==> config.mk <==
export PLATFORM = sky130hd
export DESIGN_NAME = fifo_reader_flat
export DESIGN_NICKNAME = d
export VERILOG_FILES = /design/src/rtl/fifo_reader_if.sv /design/src/rtl/fifo_reader.sv /design/src/flat_wrapper.sv
export SDC_FILE = /design/constraint.sdc
export NUM_CORES = 1
export LEC_CHECK = 0
export CAP_MARGIN = 10
export CELL_PAD_IN_SITES_DETAIL_PLACEMENT = 1
export CELL_PAD_IN_SITES_GLOBAL_PLACEMENT = 1
export CORE_ASPECT_RATIO = 1.5
export CORE_UTILIZATION = 43
export DETAILED_ROUTE_END_ITERATION = 6
export GPL_TIMING_DRIVEN = 0
export PLACE_DENSITY = 0.84
export RECOVER_POWER = 50
export SLEW_MARGIN = 20
export SYNTH_ARGS = -nofsm -noshare
export SYNTH_HDL_FRONTEND = slang
export SYNTH_SLANG_ARGS = --single-unit
==> constraint.sdc <==
create_clock -name clk -period 6.55 [get_ports clk]
set_input_delay 0.655 -clock clk [delete_from_list [all_inputs] [get_ports clk]]
set_output_delay 0.655 -clock clk [all_outputs]
set_load 0.01 [all_outputs]
==> src/rtl/fifo_reader_if.sv <==
// Source-FIFO read port and downstream flit stream bundled for fifo_reader.
interface fifo_reader_if #(
  parameter int unsigned WIDTH = 32
) ();
  logic             empty;
  logic [WIDTH-1:0] fifoData;
  logic             read;
  logic             outValid;
  logic             outReady;
  logic [WIDTH-1:0] outData;
  logic             outLast;

  modport master (
    input  empty, fifoData, outReady,
    output read, outValid, outData, outLast
  );

  modport slave (
    output empty, fifoData, outReady,
    input  read, outValid, outData, outLast
  );
endinterface

==> src/rtl/fifo_reader.sv <==
// Drains a source FIFO into a 2-entry skid buffer and frames the flits into
// header+body packets, flagging the last flit and counting completed packets.
module fifo_reader #(
  parameter int unsigned WIDTH    = 32,
  parameter int unsigned LENWIDTH = 4
) (
  input  logic        clk,
  input  logic        reset,
  fifo_reader_if.master bus,
  output logic [15:0] pktCount
);

  localparam logic [0:0] HEAD = 1'b0;
  localparam logic [0:0] BODY = 1'b1;

  logic [1:0]          count_q, count_d;
  logic [WIDTH-1:0]    buf0_q, buf0_d;
  logic [WIDTH-1:0]    buf1_q, buf1_d;
  logic [0:0]          state_q, state_d;
  logic [LENWIDTH-1:0] rem_q, rem_d;
  logic [15:0]         pkt_q, pkt_d;

  logic                rd;
  logic                pop;
  logic                last;
  logic [LENWIDTH-1:0] hdr_len;

  // Gating with reset keeps the pop strobe low while the block is held in reset.
  assign rd      = reset & ~bus.empty & (count_q != 2'd2);
  assign pop     = bus.outValid & bus.outReady;
  assign hdr_len = buf0_q[LENWIDTH-1:0];
  assign last    = (count_q != 2'd0) &
                   (((state_q == HEAD) & (hdr_len == '0)) |
                    ((state_q == BODY) & (rem_q == LENWIDTH'(1))));

  assign bus.read     = rd;
  assign bus.outValid = (count_q != 2'd0);
  assign bus.outData  = buf0_q;
  assign bus.outLast  = last;
  assign pktCount     = pkt_q;

  always_comb begin
    buf0_d  = buf0_q;
    buf1_d  = buf1_q;
    count_d = count_q + {1'b0, rd} - {1'b0, pop};
    if (pop) begin
      buf0_d = buf1_q;
    end
    // New word lands in the slot that will be the tail after any pop this cycle.
    if (rd) begin
      if ((count_q == 2'd0) || ((count_q == 2'd1) && pop)) begin
        buf0_d = bus.fifoData;
      end else begin
        buf1_d = bus.fifoData;
      end
    end
  end

  always_comb begin
    state_d = state_q;
    rem_d   = rem_q;
    pkt_d   = pkt_q + {15'd0, pop & last};
    if (pop) begin
      case (state_q)
        HEAD: begin
          if (hdr_len != '0) begin
            state_d = BODY;
            rem_d   = hdr_len;
          end
        end
        BODY: begin
          rem_d = rem_q - LENWIDTH'(1);
          if (rem_q == LENWIDTH'(1)) begin
            state_d = HEAD;
          end
        end
        default: state_d = HEAD;
      endcase
    end
  end

  always_ff @(posedge clk or negedge reset) begin
    if (!reset) begin
      count_q <= 2'd0;
      buf0_q  <= '0;
      buf1_q  <= '0;
      state_q <= HEAD;
      rem_q   <= '0;
      pkt_q   <= 16'd0;
    end else begin
      count_q <= count_d;
      buf0_q  <= buf0_d;
      buf1_q  <= buf1_d;
      state_q <= state_d;
      rem_q   <= rem_d;
      pkt_q   <= pkt_d;
    end
  end

endmodule

==> src/flat_wrapper.sv <==
// flat-port wrapper written by rule: the top's interface ports become plain ports
module fifo_reader_flat 
#(
  parameter int unsigned WIDTH    = 32,
  parameter int unsigned LENWIDTH = 4
)
  (clk, reset, pktCount, bus_empty, bus_fifoData, bus_outReady, bus_read, bus_outValid, bus_outData, bus_outLast);
  fifo_reader_if #(.WIDTH(WIDTH)) bus_i ();
  input  logic clk;
  input  logic reset;
  output logic [15:0] pktCount;
  input wire logic [$bits(bus_i.empty)-1:0] bus_empty;
  input wire logic [$bits(bus_i.fifoData)-1:0] bus_fifoData;
  input wire logic [$bits(bus_i.outReady)-1:0] bus_outReady;
  output wire logic [$bits(bus_i.read)-1:0] bus_read;
  output wire logic [$bits(bus_i.outValid)-1:0] bus_outValid;
  output wire logic [$bits(bus_i.outData)-1:0] bus_outData;
  output wire logic [$bits(bus_i.outLast)-1:0] bus_outLast;
  assign bus_i.empty = bus_empty;
  assign bus_i.fifoData = bus_fifoData;
  assign bus_i.outReady = bus_outReady;
  assign bus_read = bus_i.read;
  assign bus_outValid = bus_i.outValid;
  assign bus_outData = bus_i.outData;
  assign bus_outLast = bus_i.outLast;
  fifo_reader #(.WIDTH(WIDTH), .LENWIDTH(LENWIDTH)) u_core (.clk(clk), .reset(reset), .bus(bus_i), .pktCount(pktCount));
endmodule
==> key figures, run 1 <==
Run status
  • Status: finished, violations left
  • Failing checks: capacitance limit, slew limit

Setup path
  • Worst Path Required: 5.89 ns
  • Max FO, Critical Path: 46
  • Critical R2R Capture: u_core.count_q[1]
  • Critical R2R Launch: u_core.count_q[1]
  • Critical Path Sink Type: output pin
  • WS Path Type: primary input to output pin
  • Startpoint types: primary input
  • CP Data Arrival Time: 3.48 ns
  • R2R Setup Slk: roughly 3.2 ns
  • Worst R2R Path Depth: 8

CTS
  • Root Driver: clkbuf_16
  • CTS Buffer Depth: 2
  • CTS tree: yes
  • H-tree Lvls: 3
  • Post-CTS setup buffer count: 0
  • Clock Latency Late Sink: between 0.3 and 0.4 ns
  • CTS buffer count: 9
  • Cts repair resizes: 0
  • CTS Hold Buffers Added: 0
  • Clock transition at path regs: around 0.060 ns
  • Clock Sinks: 87

Drt
  • Router iterations before antenna repair: 4
  • WL/cell: 17.36 µm
  • Post-Route WL: 9270 µm
  • Via-to-Cell Ratio: slightly above 5
  • Starting DRC count in detailed routing: 83
  • DRC Markers: 0
  • Antenna-violating nets left: 0
  • Vias after detailed routing: 2753

Pwr
  • VDD IR-drop max: 236.8 µV
  • Pwr dens: approximately 440 mW/mm²
  • Leakage power: roughly 2.5 nW

Floorplanning
  • Std cell rows: 42
  • DIE WIDTH: about 80 µm
  • I/O pin count: 87
  • Core area: a little under 0.009 mm²
  • Initial core utilization: 44.72%
  • Die Y-Extent: around 120 µm
  • Die area: between 0.009 and 0.01 mm²

Final layout
  • Total Nets Final: about 460
  • Layout cells sized above 1: 15.57%
  • Synthesis-to-finish area growth: 32.07%
  • Ant. Diodes: 0

Yosys
  • Mean Syn Cell Area: roughly 12 µm²
  • Mapped Nets: approximately 360
  • Synthesized cell area: between 0.003 and 0.004 mm²
  • Post-Syn Instances: between 300 and 400
  • Top cells by area, synth: dfrtp_1, mux2_4, mux2i_1
  • Post-synth EDFFs: 0
  • Netlist cell types: 37
  • Most used flip-flop cell after synthesis: dfrtp_1
  • Synth area leader: dfrtp_1
  • Post-synthesis sequential area ratio: 54.82%
  • Warnings, synthesis: 0
  • Synth top area share: a little over half
  • #FFs+latches synth: slightly below 90
  • Asr flop ratio synth: 100.0%

Global route
  • First-pass GRT wire length: 15860 µm
  • Pin count of the biggest net entering global routing: 47
  • Gr usage total: between 20% and 30%
  • Vias in the first global route: 3074
  • Overflow after GRT: 0
  • Initial antenna violation count: 0

Timing
  • Maximum clock frequency: between 0.2 and 0.25 GHz
  • Final setup margin: 2.413 ns
  • RSZ-0062 raised after global routing: false
  • TNS Setup: 0 ns
  • Count of final max-slew check failures: between 40 and 50
  • Final setup fails: 0
  • Clock Skews: 0.007765 ns
  • Hold Fails Final Rpt: 0
  • Minimum clock period: between 4 and 5 ns
  • Max-slew headroom: -65.69%
  • Period utilization: a little over three fifths
  • Pin slew with the least headroom to its limit: 2.485 ns

Run
  • Max_cap viols: 1

Min path
  • Worst hold path cell count: 1
  • Worst Hold Endpoint: u_core.pktCount[15]
  • HP Class: register to register
  • HP Start: u_core.pktCount[15]

Placement
  • IO Port Bufs: 86
  • Gpl congestion: ~0.76
  • Pre-CTS setup slack: between 3 and 4 ns
  • DP Wirelength: about 6500 µm
-- Yosys cell counts, drive strengths merged, types with 2 or more instances --
cell type	count
inv	10
nor2	8
buf	14
o21ai	37
mux2	32
xor2	9
nand2	44
and3	6
dfrtp	87
xnor2	7
ha	6
nor4	2
nor3	2
nand3	9
a21oi	4
mux2i	32
-- placed cells by master, fill, tap and decap left out, types with 17 or more instances in the layout --
master	instances
dlygate4sd3_1	17
dfrtp_1	87
clkdlybuf4s50_1	68
mux2_4	30
mux2i_1	32
o21ai_1	28
nand2_1	44
-- per-layer routing --
layer	share of wire, %	vias up	global-route usage [%]
met5	0	-	0
met4	1.8	0	8.371
met3	3.8	11	4.715
met2	54	57	37.61
met1	40	1391	26.38
li1	-	1294	-
-- registers in the layout, indices dropped and copies added, names as in the netlist --
register and flops:
u_core.bus.outData 32, u_core.state_q 1, u_core.buf1_q 32, u_core.pktCount 16
u_core.rem_q 4, u_core.count_q 2
-- area by class of cell --
cell class / instances / area (µm²)
multi-input combinational: 210 / 1612
tap: 110 / 137.6
clock buffer: 10 / 229.0
buffer: 14 / 106.4
clock inverter: 6 / 70.07
sequential: 87 / 2177
timing repair buffer: 87 / 874.6
fill: 932 / 3636
inverter: 10 / 38.79
-- logic make-up after synthesis --
logic type,synth area share [%]
flops,54.82
simple gates,9.043
mux,19.97
compound gates,6.869
buf+inv,3.875
xor+xnor,3.529
fa+ha+maj,1.890
-- how the worst max path moves through the flow --
stage              startpoint                  end  slack (ns)  cells after the start
2_1_floorplan  u_core.state_q  u_core.pktCount[14]        4.39                     10
3_3_place_gp            reset             bus_read        0.76                      5
3_5_place_dp            reset             bus_read        3.69                      5
4_1_cts        u_core.state_q          bus_outLast        3.58                      6
5_1_grt                 reset             bus_read        1.84                      5
6_report                reset             bus_read        2.41                      5
-- per-stage QoR --
step           instances  power (mW)  utilization (%)  hold WS [ns]  area, µm²
3_3_place_gp         517       1.816            55.96        0.4572       4970
3_5_place_dp         518       1.868            56.16        0.4604       4987
6_report             534       2.327            59.06        0.4669       5245
2_1_floorplan        321       1.459                -        0.3594       3971
5_1_grt              534       2.476            59.06        0.4838       5245
4_1_cts              534       2.399            59.52        0.3440       5286
-- where the power goes --
group	switching [mW]	internal (mW)	leakage [nW]	total, mW
combinational	0.371	0.508	1.26	0.879
sequential	0.159	0.774	1.06	0.934
clock	0.216	0.298	0.135	0.514
total	0.747	1.58	2.45	2.33
-- worst max-delay path, stage by stage --
cell	delay, ns
clkbuf_1	1.73
nor2b_1	0.31
o21ai_0	0.15
inv_1	0.08
clkdlybuf4s50_1	0.53
(Power assumes the default switching activity.)
==> inputs of run 2 (changes only) <==
--- a/config.mk
+++ b/config.mk
@@ -9,10 +9,10 @@
 export CELL_PAD_IN_SITES_DETAIL_PLACEMENT = 1
 export CELL_PAD_IN_SITES_GLOBAL_PLACEMENT = 1
 export CORE_ASPECT_RATIO = 1.5
-export CORE_UTILIZATION = 43
+export CORE_UTILIZATION = 36
 export DETAILED_ROUTE_END_ITERATION = 6
 export GPL_TIMING_DRIVEN = 0
-export PLACE_DENSITY = 0.84
+export PLACE_DENSITY = 0.74
 export RECOVER_POWER = 50
 export SLEW_MARGIN = 20
 export SYNTH_ARGS = -nofsm -noshare
==> constraint.sdc (replaced) <==
create_clock -name clk -period 3.72 [get_ports clk]
set_input_delay 0.372 -clock clk [delete_from_list [all_inputs] [get_ports clk]]
set_output_delay 0.372 -clock clk [all_outputs]
set_load 0.01 [all_outputs]
==> key figures, run 2 (synthesis results as in run 1) <==
Pwr
  • VDD IR-drop max: 411.9 µV (+74%)
  • Pwr dens: 779.1 mW/mm² (+76%)
  • Leakage power: 2.471 nW (+0.73%)

Setup path
  • Worst Setup SP: u_core.state_q
  • Crit-path cells: clkbuf_1, or2_0, nor4_1, nor2_1, a21oi_1, clkdlybuf4s50_1
  • Crit. path cell count: 6 (+1)
  • Worst path max stage delay: 0.55 ns (-1.18 ns)
  • Startpoint types: register
  • Critical path's top delay family: simple AND/OR/NAND/NOR gates
  • Critical Path Sink: bus_outLast
  • WS Path Type: register to output pin
  • Critical R2R Launch: u_core.state_q
  • Max FO, Critical Path: 9 (-80%)
  • Worst R2R Path Depth: 10 (+2)
  • Critical R2R Capture: u_core.pktCount[14]
  • Critical Path Sink Type: output pin
  • Worst Path Required: 3.35 ns (-2.54 ns)
  • Slowest cell on crit path: clkdlybuf4s50_1
  • Buf/Inv on CP: 2 (-1)
  • R2R Setup Slk: 0.97 ns (-2.25 ns)
  • CP Data Arrival Time: 2.51 ns (-0.97 ns)

Drt
  • DRC Markers: 0 (unchanged)
  • Router iterations before antenna repair: 4 (unchanged)
  • Post-Route WL: 9275 µm (about the same)
  • Via-to-Cell Ratio: 4.882 (-5.3%)
  • Vias after detailed routing: 2773 (+0.73%)
  • Antenna-violating nets left: 0 (unchanged)
  • Starting DRC count in detailed routing: 109 (+31%)
  • WL/cell: 16.33 µm (-5.9%)

Global route
  • Pin count of the biggest net entering global routing: 55 (+17%)
  • Overflow after GRT: 0 (unchanged)
  • Initial antenna violation count: 0 (unchanged)
  • Vias in the first global route: 3080 (+0.20%)
  • First-pass GRT wire length: 15740 µm (-0.74%)
  • Gr usage total: 17.98% (-3.9 points)

CTS
  • H-tree Lvls: 3 (unchanged)
  • Clock transition at path regs: 0.06 ns (about the same)
  • CTS Hold Buffers Added: 0 (unchanged)
  • Clock Latency Late Sink: 0.33 ns (about the same)
  • CTS Buffer Depth: 2 (unchanged)
  • Post-CTS setup buffer count: 0 (unchanged)
  • Root Driver: clkbuf_16
  • Cts repair resizes: 0 (unchanged)
  • CTS buffer count: 9 (unchanged)
  • CTS tree: yes
  • Clock Sinks: 87 (unchanged)

Timing
  • Clock Skews: 0.005000 ns (-0.002765 ns)
  • Count of final max-slew check failures: 37 (-20%)
  • Hold_ws: 0.06105 ns (-0.4059 ns)
  • RSZ-0062 raised after global routing: false
  • Maximum clock frequency: 0.3467 GHz
  • Final setup margin: 0.8358 ns (-1.578 ns)
  • Hold Fails Final Rpt: 0 (unchanged)
  • Final setup fails: 0 (unchanged)
  • Period utilization: 77.53%
  • Max-slew headroom: -30.07% (+36 points)
  • Minimum clock period: about 2.9 ns
  • Pin slew with the least headroom to its limit: 1.951 ns (-0.5344 ns)

Floorplanning
  • Initial core utilization: 37.30% (-7.4 points)
  • DIE WIDTH: 87.76 µm (+9.1%)
  • Core area: 0.01065 mm² (+20%)
  • I/O pin count: 87 (unchanged)
  • Die Y-Extent: 130.6 µm (+9.1%)
  • Die area: 0.01146 mm² (+19%)
  • Std cell rows: 46 (+9.5%)

Placement
  • IO Port Bufs: 86 (unchanged)
  • Placed Cells incl. Taps: 552 (+6.6%)
  • Gpl congestion: 0.7213 (-5.1%)
  • DP Wirelength: 6428 µm (-0.63%)
  • Pre-CTS setup slack: 1.137 ns (-2.553 ns)
  • Post-DP Area: 0.005030 mm² (+0.85%)

Final layout
  • Layout cells sized above 1: 15.57% (unchanged)
  • Ant. Diodes: 0 (unchanged)
  • Cell area after layout: 0.005291 mm² (+0.88%)
  • Commonest non-fill, non-tap cell in the layout: dfrtp_1
  • Fill cell total of the finished layout: 1138 (+22%)
  • Synthesis-to-finish area growth: 33.24%
  • Total Nets Final: 461 (unchanged)
  • Most frequent cells in the layout: dfrtp_1, clkdlybuf4s50_1, nand2_1
  • Post-Layout Cell Count: 568 (+6.4%)

Run
  • Max_cap viols: 1 (unchanged)

Run status
  • Failing checks: capacitance limit, slew limit
  • Status: finished, violations left

Min path
  • HP Class: primary input to asynchronous set/reset pin
==> run 2: changes by cell type in the layout (fill, tap and decap cells not counted), sizes merged <==
cell | previous run | this run
clkdlybuf4s50 | 68 | 65
clkbuf | 12 | 14
clkinvlp | 4 | 0
clkinv | 1 | 2
dlygate4sd3 | 17 | 20
bufinv | 1 | 2
==> run 2: where the power goes <==
group	leakage, nW	switching [mW]	total (mW)	internal [mW]
combinational	1.26	0.652	1.53	0.880
sequential	1.06	0.286	1.65	1.36
clock	0.151	0.354	0.941	0.587
==> run 2: layout make-up <==
type | instances | area, µm² | area share (%)
sequential | 87 | 2177 | 41.14
multi-input combinational | 210 | 1619 | 30.60
timing repair buffer | 87 | 862.1 | 16.29
clock buffer | 12 | 236.5 | 4.469
tap | 144 | 180.2 | 3.405
buffer | 14 | 106.4 | 2.010
clock inverter | 4 | 70.07 | 1.324
inverter | 10 | 40.04 | 0.7567
==> run 2: how the worst min path moves through the flow <==
stage               cells after the start             endpoint
finish                                  1   u_core.pktCount[2]
global route                            1   u_core.pktCount[4]
floorplan                               0     u_core.buf1_q[0]
detailed placement                      1  u_core.pktCount[15]
CTS                                     1   u_core.pktCount[4]
global placement                        1  u_core.pktCount[15]
==> run 2: per-layer routing <==
layer  up-vias  share of wire (%)  track usage (%)
li1       1296                  -                -
met1      1411                 41            21.78
met2        57                 54            31.78
met3         9                3.3            3.706
met4         0                1.3            5.497
met5         -                  0                0
==> run 2: metrics by stage <==
stage          power [mW]  utilization (%)  setup TNS [ns]
2_1_floorplan       2.569                -               0
3_3_place_gp        3.211            47.07         -173.79
3_5_place_dp        3.295            47.24               0
4_1_cts             4.272            50.12               0
5_1_grt             4.407            49.69               0
6_report            4.123            49.69               0
==> inputs of run 3 (changes only) <==
--- a/config.mk
+++ b/config.mk
@@ -9,10 +9,10 @@
 export CELL_PAD_IN_SITES_DETAIL_PLACEMENT = 1
 export CELL_PAD_IN_SITES_GLOBAL_PLACEMENT = 1
 export CORE_ASPECT_RATIO = 1.5
-export CORE_UTILIZATION = 36
+export CORE_UTILIZATION = 40
 export DETAILED_ROUTE_END_ITERATION = 6
 export GPL_TIMING_DRIVEN = 0
-export PLACE_DENSITY = 0.74
+export PLACE_DENSITY = 0.78
 export RECOVER_POWER = 50
 export SLEW_MARGIN = 20
 export SYNTH_ARGS = -nofsm -noshare
==> constraint.sdc (replaced) <==
create_clock -name clk -period 2.8 [get_ports clk]
set_input_delay 0.28 -clock clk [delete_from_list [all_inputs] [get_ports clk]]
set_output_delay 0.28 -clock clk [all_outputs]
set_load 0.01 [all_outputs]
==> key figures, run 3 (synthesis results as in run 1) <==
Timing
  • Final setup margin: 0.2396 ns (-0.5962 ns)
  • Max-slew headroom: 5.388% (+35 points)
  • Clock Skews: 0.006364 ns (+0.001363 ns)
  • TNS Setup: 0 ns (unchanged)
  • Pin slew with the least headroom to its limit: 1.419 ns (-0.5319 ns)
  • Minimum clock period: 2.560 ns
  • Count of final max-slew check failures: 0 (-100%)
  • Hold_ws: 0.4195 ns (+0.3584 ns)
  • Final setup fails: 0 (unchanged)
  • Maximum clock frequency: just under 0.4 GHz
  • Period utilization: between 90% and 100%
  • RSZ-0062 raised after global routing: false
  • Hold Fails Final Rpt: 0 (unchanged)

Run
  • Max_cap viols: 0 (-1)

CTS
  • Root Driver: clkbuf_16
  • Clock transition at path regs: 0.06 ns (about the same)
  • H-tree Lvls: 3 (unchanged)
  • CTS buffer count: 9 (unchanged)
  • Clock Latency Late Sink: 0.34 ns (about the same)
  • Cts repair resizes: 0 (unchanged)
  • CTS tree: yes
  • Clock Sinks: 87 (unchanged)
  • CTS Buffer Depth: 2 (unchanged)

Setup path
  • Max FO, Critical Path: 9 (unchanged)
  • Critical path's top delay family: simple AND/OR/NAND/NOR gates
  • Crit-path cells: buf_6, or2_4, nor4_1, nor2_1, a21oi_1, clkdlybuf4s50_1
  • Slowest cell on crit path: clkdlybuf4s50_1
  • R2R Setup Slk: 0.31 ns (-0.66 ns)
  • WS Path Type: register to output pin
  • Startpoint types: register
  • CP Data Arrival Time: 2.28 ns (-0.23 ns)
  • Critical R2R Launch: u_core.state_q
  • Worst Setup SP: u_core.state_q
  • Crit. path cell count: 6 (unchanged)
  • Worst path max stage delay: 0.55 ns (about the same)
  • Critical R2R Capture: u_core.pktCount[14]
  • Buf/Inv on CP: 2 (unchanged)
  • Critical Path Sink Type: output pin
  • Critical Path Sink: bus_outLast
  • Worst R2R Path Depth: 10 (unchanged)
  • Worst Path Required: 2.52 ns (-0.83 ns)

Placement
  • DP Wirelength: 6262 µm (-2.6%)
  • IO Port Bufs: 86 (unchanged)
  • Placed Cells incl. Taps: 523 (-5.3%)
  • Post-DP Area: 0.005001 mm² (-0.57%)
  • Pre-CTS setup slack: 0.2417 ns (-0.8948 ns)
  • Gpl congestion: 0.7548 (+4.6%)

Drt
  • WL/cell: 16.98 µm (+4.0%)
  • Router iterations before antenna repair: 4 (unchanged)
  • Via-to-Cell Ratio: 5.154 (+5.6%)
  • Post-Route WL: 9168 µm (-1.2%)
  • DRC Markers: 0 (unchanged)
  • Vias after detailed routing: 2783 (+0.36%)
  • Starting DRC count in detailed routing: 150 (+38%)
  • Antenna-violating nets left: 0 (unchanged)

Pwr
  • Leakage power: 2.503 nW (+1.3%)
  • VDD IR-drop max: 521.8 µV (+27%)
  • Pwr Total: 5.624 mW (+36%)
  • Pwr dens: 1058 mW/mm² (+36%)

Global route
  • Initial antenna violation count: 0 (unchanged)
  • Overflow after GRT: 0 (unchanged)
  • First-pass GRT wire length: 15400 µm (-2.1%)
  • Vias in the first global route: 3037 (-1.4%)
  • Gr usage total: 19.21% (+1.2 points)
  • Pin count of the biggest net entering global routing: 57 (+3.6%)

Final layout
  • Ant. Diodes: 0 (unchanged)
  • Layout cells sized above 1: 16.94% (+1.4 points)
  • Total Nets Final: 462 (+0.22%)
  • Fill cell total of the finished layout: 1019 (-10%)
  • Synthesis-to-finish area growth: 33.84%
  • Commonest non-fill, non-tap cell in the layout: dfrtp_1
  • Cell area after layout: 0.005315 mm² (+0.45%)
  • Post-Layout Cell Count: 540 (-4.9%)
  • Util after Layout: 54.86% (+5.2 points)
  • Most frequent cells in the layout: dfrtp_1, clkdlybuf4s50_1, nand2_1

Floorplanning
  • Die Y-Extent: 124.0 µm (-5.1%)
  • Initial core utilization: 40.99% (+3.7 points)
  • Die area: 0.01034 mm² (-9.8%)
  • Core area: 0.009689 mm² (-9.0%)
  • DIE WIDTH: 83.36 µm (-5.0%)
  • Std cell rows: 44 (-4.3%)
  • I/O pin count: 87 (unchanged)

Min path
  • HP Class: primary input to asynchronous set/reset pin

Run status
  • Status: complete, no violations
## run 3: changes by cell type in the layout (fill, tap and decap cells not counted), sizes merged
cell / previous run / this run
dlygate4sd3: 20 / 21
clkinvlp: 0 / 1
inv: 10 / 11
clkbuf: 14 / 10
buf: 14 / 15
bufinv: 2 / 3
## run 3: cell type report
cell class                 instances  area [µm²]  area share (%)
clock inverter                     7       120.1           2.260
buffer                            14       113.9           2.142
timing repair buffer              88       873.3           16.43
inverter                          10       40.04          0.7533
multi-input combinational        210        1622           30.51
clock buffer                       9       225.2           4.237
sequential                        87        2177           40.96
tap                              115       143.9           2.707
## run 3: worst reg2reg max path, stage by stage, from the launching register on
cell	delay (ns)
dfrtp_1	0.37
buf_6	0.14
or2_4	0.26
nor4_1	0.33
nor2_1	0.13
nor2_1	0.12
ha_1	0.23
ha_1	0.24
and3_2	0.25
nor3b_2	0.20
xor2_1	0.15
## run 3: worst min path at each step
stage                         from                   to  depth (start not counted)  slack, ns
2_1_floorplan                reset     u_core.buf1_q[0]                          0      -0.02
3_3_place_gp   u_core.pktCount[15]  u_core.pktCount[15]                          1       0.46
3_5_place_dp                 reset  u_core.pktCount[15]                          1       0.27
4_1_cts                      reset  u_core.pktCount[15]                          2       0.44
5_1_grt                      reset  u_core.pktCount[13]                          2       0.46
6_report                     reset  u_core.pktCount[13]                          2       0.42
## run 3: power by group
part	leakage (nW)	switching, mW	internal (mW)
Sequential	1.06	0.374	1.81
Combinational	1.28	0.865	1.19
Clock	0.166	0.511	0.875
Total	2.50	1.75	3.87
## run 3: timing repair
item / CTS / global route
hold endpoints to repair: 31 / 0
buffers inserted: 0 / 0
hold buffers: 1 / 0
## run 3: per-layer routing
metal,wire length [µm],global-route usage (%)
met1,3868,23.04
met2,4806,33.50
met3,261,2.916
met4,231,10.13
met5,0,0
==> edit 1, RTL diff (config.mk and constraints of run 2) <==
`LENWIDTH` is set to 4 in 2 places; all go to 8.
--- a/src/rtl/fifo_reader.sv
+++ b/src/rtl/fifo_reader.sv
@@ -3,5 +3,5 @@
 module fifo_reader #(
   parameter int unsigned WIDTH    = 32,
-  parameter int unsigned LENWIDTH = 4
+  parameter int unsigned LENWIDTH = 8
 ) (
   input  logic        clk,
--- a/src/flat_wrapper.sv
+++ b/src/flat_wrapper.sv
@@ -3,5 +3,5 @@
 #(
   parameter int unsigned WIDTH    = 32,
-  parameter int unsigned LENWIDTH = 4
+  parameter int unsigned LENWIDTH = 8
 )
   (clk, reset, pktCount, bus_empty, bus_fifoData, bus_outReady, bus_read, bus_outValid, bus_outData, bus_outLast);
Check against the original RTL: not equivalent (a bounded check fails within 4 cycles, from zero or initial values and one cycle with reset low).
==> edit 1 against run 2 <==
Cell area grew 6.0%; total power up 4.1%; combinational power grew 7%; clock power shrank 2%; area after synthesis grew 6.8%; sequential cell count rose by 4; worst setup slack got worse by 0.037 ns; critical path depth increased by 3; utilization is 0.81 points lower; wire length increased by 9.9%.
==> edit 1: results (changes against run 2) <==
first drt pass iteration count - 4 (unchanged)
met3 wire length - 307 microns (-0.97%)
Area contributors post-synth - dfrtp_1 54%, mux2_4 11%, mux2i_1 8.3%, o21ai_0 4.1%, nand2_1 3.8%
period utilization - 78.5% (+0.99 points)
R2R setup slack - 0.80 ns (-0.17 ns)
status - completed
Post-Place Cells - 584 (+5.8%)
Reg-to-Reg End - u_core.pktCount[13]$_DFF_PN0_
Hold Slack - 0.468 ns (+0.407 ns)
Post-Synth XOR/XNOR Area - 3.30% (-0.22 points)
Slowest cell on crit path - or4_4
Post-synth top cells - 91 x dfrtp_1, 43 x nand2_1, 35 x mux2i_1, 35 x o21ai_0, 31 x mux2_4
reg2reg path depth - 9 (-1)
Worst-Margin Slew - 1.47 ns (-0.480 ns)
hold depth - 1
initial DRC count - 87 (-20%)
CP max FO - 4 (-5)
peak supply drop - 0.318 mV (-23%)
first-pass GRT wire length - 17,000 microns (+7.8%)
footprint of the multi-input gates - 0.00184 sq mm (+13%)
Pleak - 2.56 nW (+3.5%)
final slew viol count - 0 (-100%)
via count - 3,016 (+8.8%)
metal1 wirelength - 4230 microns (+10%)
dpl ws - 0.787 ns (-0.350 ns)
kind of critical path - flip-flop to flip-flop
metal2 WL - 5450 microns (+9.0%)
nets@finish - 488 (+5.9%)
Gate Count Post-Synth - 347 (+8.1%)
worst-case clock skew - 0.00346 ns (-0.00154 ns)
vias in the first global route - 3,309 (+7.4%)
largest net degree at the start of global routing - 60 (+9.1%)
WL/cell - 17.0 microns (+4.2%)
met2 GRT Util - 31.7% (-0.091 points)
layout cells sized above 1 - 14.9% (-0.64 points)
Area after DPL - 0.00532 sq mm (+5.7%)
hold crit path type - flip-flop to flip-flop
GP Congestion - 0.759 (+5.2%)
WP data arrival - 3.14 ns (+0.63 ns)
Port Buffer Count - 86 (unchanged)
met1 usage - 20.9% (-0.87 points)
syn_nets - 389 (+7.2%)
multiplexer area fraction after synthesis - 19.8% (-0.21 points)
Adder-Cell Fraction of Synth Area - 1.77% (-0.12 points)
gr usage total - 17.9% (-0.13 points)
sequential element share of the synthesized area - 53.7% (-1.1 points)
FILL cells - 1,215 (+6.8%)
Critical Path Start - u_core.bus.outData[1]$_DFF_PN0_
Layout Cells excl Fill - 599 (+5.5%)
uppermost routed layer - met4
Synth Area in Compound Gates - 7.99% (+1.1 points)
global-route met3 utilization - 3.66% (-0.046 points)
DPL Wire Length - 7190 microns (+12%)
CP peak stage delay - 0.62 ns (+0.07 ns)
hold path start - u_core.pktCount[15]$_DFF_PN0_
Cell variety after synth - 44 (+19%)
## edit 1: cell count changes after synthesis, sizes merged, moves of 3 or more
cell,delta
dfrtp,+4
xor2,-3
nor3,+4
and3,-5
xnor2,+3
clkbuf,+8
mux2i,+3
buf,-7
## edit 1: cell type report
class	instances	area share, %
flip-flops and latches	91	40.6
inverters	10	0.714
clock buffers	12	4.75
repair buffers	88	15.6
multi-input cells	231	32.7
well taps	150	3.35
clock inverters	2	0.625
plain buffers	15	1.58
## edit 1: report_power, final
part           internal (mW)  total (mW)  switching, mW
registers               1.41        1.73          0.315
clock network          0.567       0.926          0.359
logic                  0.920        1.64          0.717
total                   2.90        4.29           1.39
## edit 1: cells by family (layout without fill, tap and decap cells)
logic type,count (synthesis),count (layout)
flops,91,91
simple gates,87,87
mux,68,68
compound gates,54,54
buf+inv,25,127
xor+xnor,16,16
fa+ha+maj,6,6
## edit 1: timing repair
item / in CTS / in global routing
hold endpoints to repair: 32 / 0
hold buffers: 1 / 0
gates resized for setup: 0 / 0
==> edit 2, RTL diff (config.mk and constraints of run 2) <==
Without the edit above. Take the reset off `buf0_q` and load it in a clocked block of its own.
--- a/src/rtl/fifo_reader.sv
+++ b/src/rtl/fifo_reader.sv
@@ -83,5 +83,4 @@
     if (!reset) begin
       count_q <= 2'd0;
-      buf0_q  <= '0;
       buf1_q  <= '0;
       state_q <= HEAD;
@@ -90,5 +89,4 @@
     end else begin
       count_q <= count_d;
-      buf0_q  <= buf0_d;
       buf1_q  <= buf1_d;
       state_q <= state_d;
@@ -98,4 +96,8 @@
   end
 
+  always_ff @(posedge clk) begin
+    buf0_q <= buf0_d;
+  end
+
 endmodule
 
Function: differs if reset is asserted again (counterexample within 4 cycles, from zero or initial values and one cycle with reset low); with reset held inactive, the same outputs for 4 cycles.
==> edit 2 against run 2 <==
Register-to-register slack lost 0.21 ns; cell count shrank 0.35%; global-route usage shrank 0.90 points; wire length shrank 6.2%; utilization grew 0.77 points; worst setup slack lost 0.080 ns; count of clock-buffer cells in the layout grew 1; worst hold slack gained 0.40 ns; cell area shrank 2.8%; total power shrank 2.9%; sequential cell count is the same; area after synthesis shrank 4.0%; largest power group unchanged.
==> edit 2: results (changes against run 2) <==
status - completed
Area contributors post-synth - dfrtp_1 36%, dfxtp_1 17%, mux2_4 12%, mux2i_1 8.4%, nand2_1 4.2%
reg2reg path depth - 8 (-2)
Pleak - 2.38 nW (-3.6%)
metal1 wirelength - 3630 microns (-5.6%)
CP peak stage delay - 0.69 ns (+0.14 ns)
Seq Cell Count - 87 (unchanged)
Area after DPL - 0.00487 sq mm (-3.1%)
Hold Slack - 0.460 ns (+0.399 ns)
Critical Path Start - u_core.count_q[0]$_DFF_PN0_
met3 wire length - 319 microns (+2.9%)
largest net degree at the start of global routing - 54 (-1.8%)
dpl ws - 1.19 ns (+0.0495 ns)
Post-synth top cells - 55 x dfrtp_1, 43 x nand2_1, 32 x dfxtp_1, 32 x mux2i_1, 30 x mux2_4
Comb pwr share - 37.5% (+0.3 points)
global-route met3 utilization - 3.73% (+0.029 points)
Slowest cell on crit path - clkinvlp_2
Cell variety after synth - 38 (+2.7%)
worst-case clock skew - 0.00393 ns (-0.00107 ns)
met1 usage - 19.5% (-2.3 points)
peak supply drop - 0.306 mV (-26%)
nets@finish - 462 (+0.22%)
sequential cell area share - 39.2% (-1.9 points)
ys async rst share - 63.2% (-37 points)
initial DRC count - 64 (-41%)
FMAX - 0.337 GHz (-2.7%)
met2 GRT Util - 30.6% (-1.2 points)
Post-Place Cells - 549 (-0.54%)
WL/cell - 15.4 microns (-5.9%)
floorplan row count - 45 (-2.2%)
## edit 2: cell count changes in the layout (fill, tap and decap cells not counted), sizes merged
cell           change
clkinvlp           +1
inv                -1
clkdlybuf4s50     -16
bufinv             -2
clkinv             +1
dfxtp             +32
dfrtp             -32
dlygate4sd3       +17
buf                +1
## edit 2: worst max-delay path, delay by kind of cell (launching register included)
| family | cells | cell delay (ns) |
|---|---|---|
| compound gates | 1 | 0.65 |
| flops | 1 | 0.43 |
| fa+ha+maj | 2 | 0.46 |
| xor+xnor | 2 | 0.30 |
| buf+inv | 3 | 1.06 |
## edit 2: logic make-up after synthesis
| family | Yosys count | share of synthesized area [%] |
|---|---|---|
| adders and majority gates | 6 | 1.97 |
| buffers and inverters | 24 | 4.04 |
| AOI/OAI and AO/OA | 46 | 7.16 |
| muxes | 64 | 20.8 |
| xor gates and xnor gates | 16 | 3.68 |
| and+or+nand+nor | 78 | 9.42 |
| DFF | 87 | 52.9 |
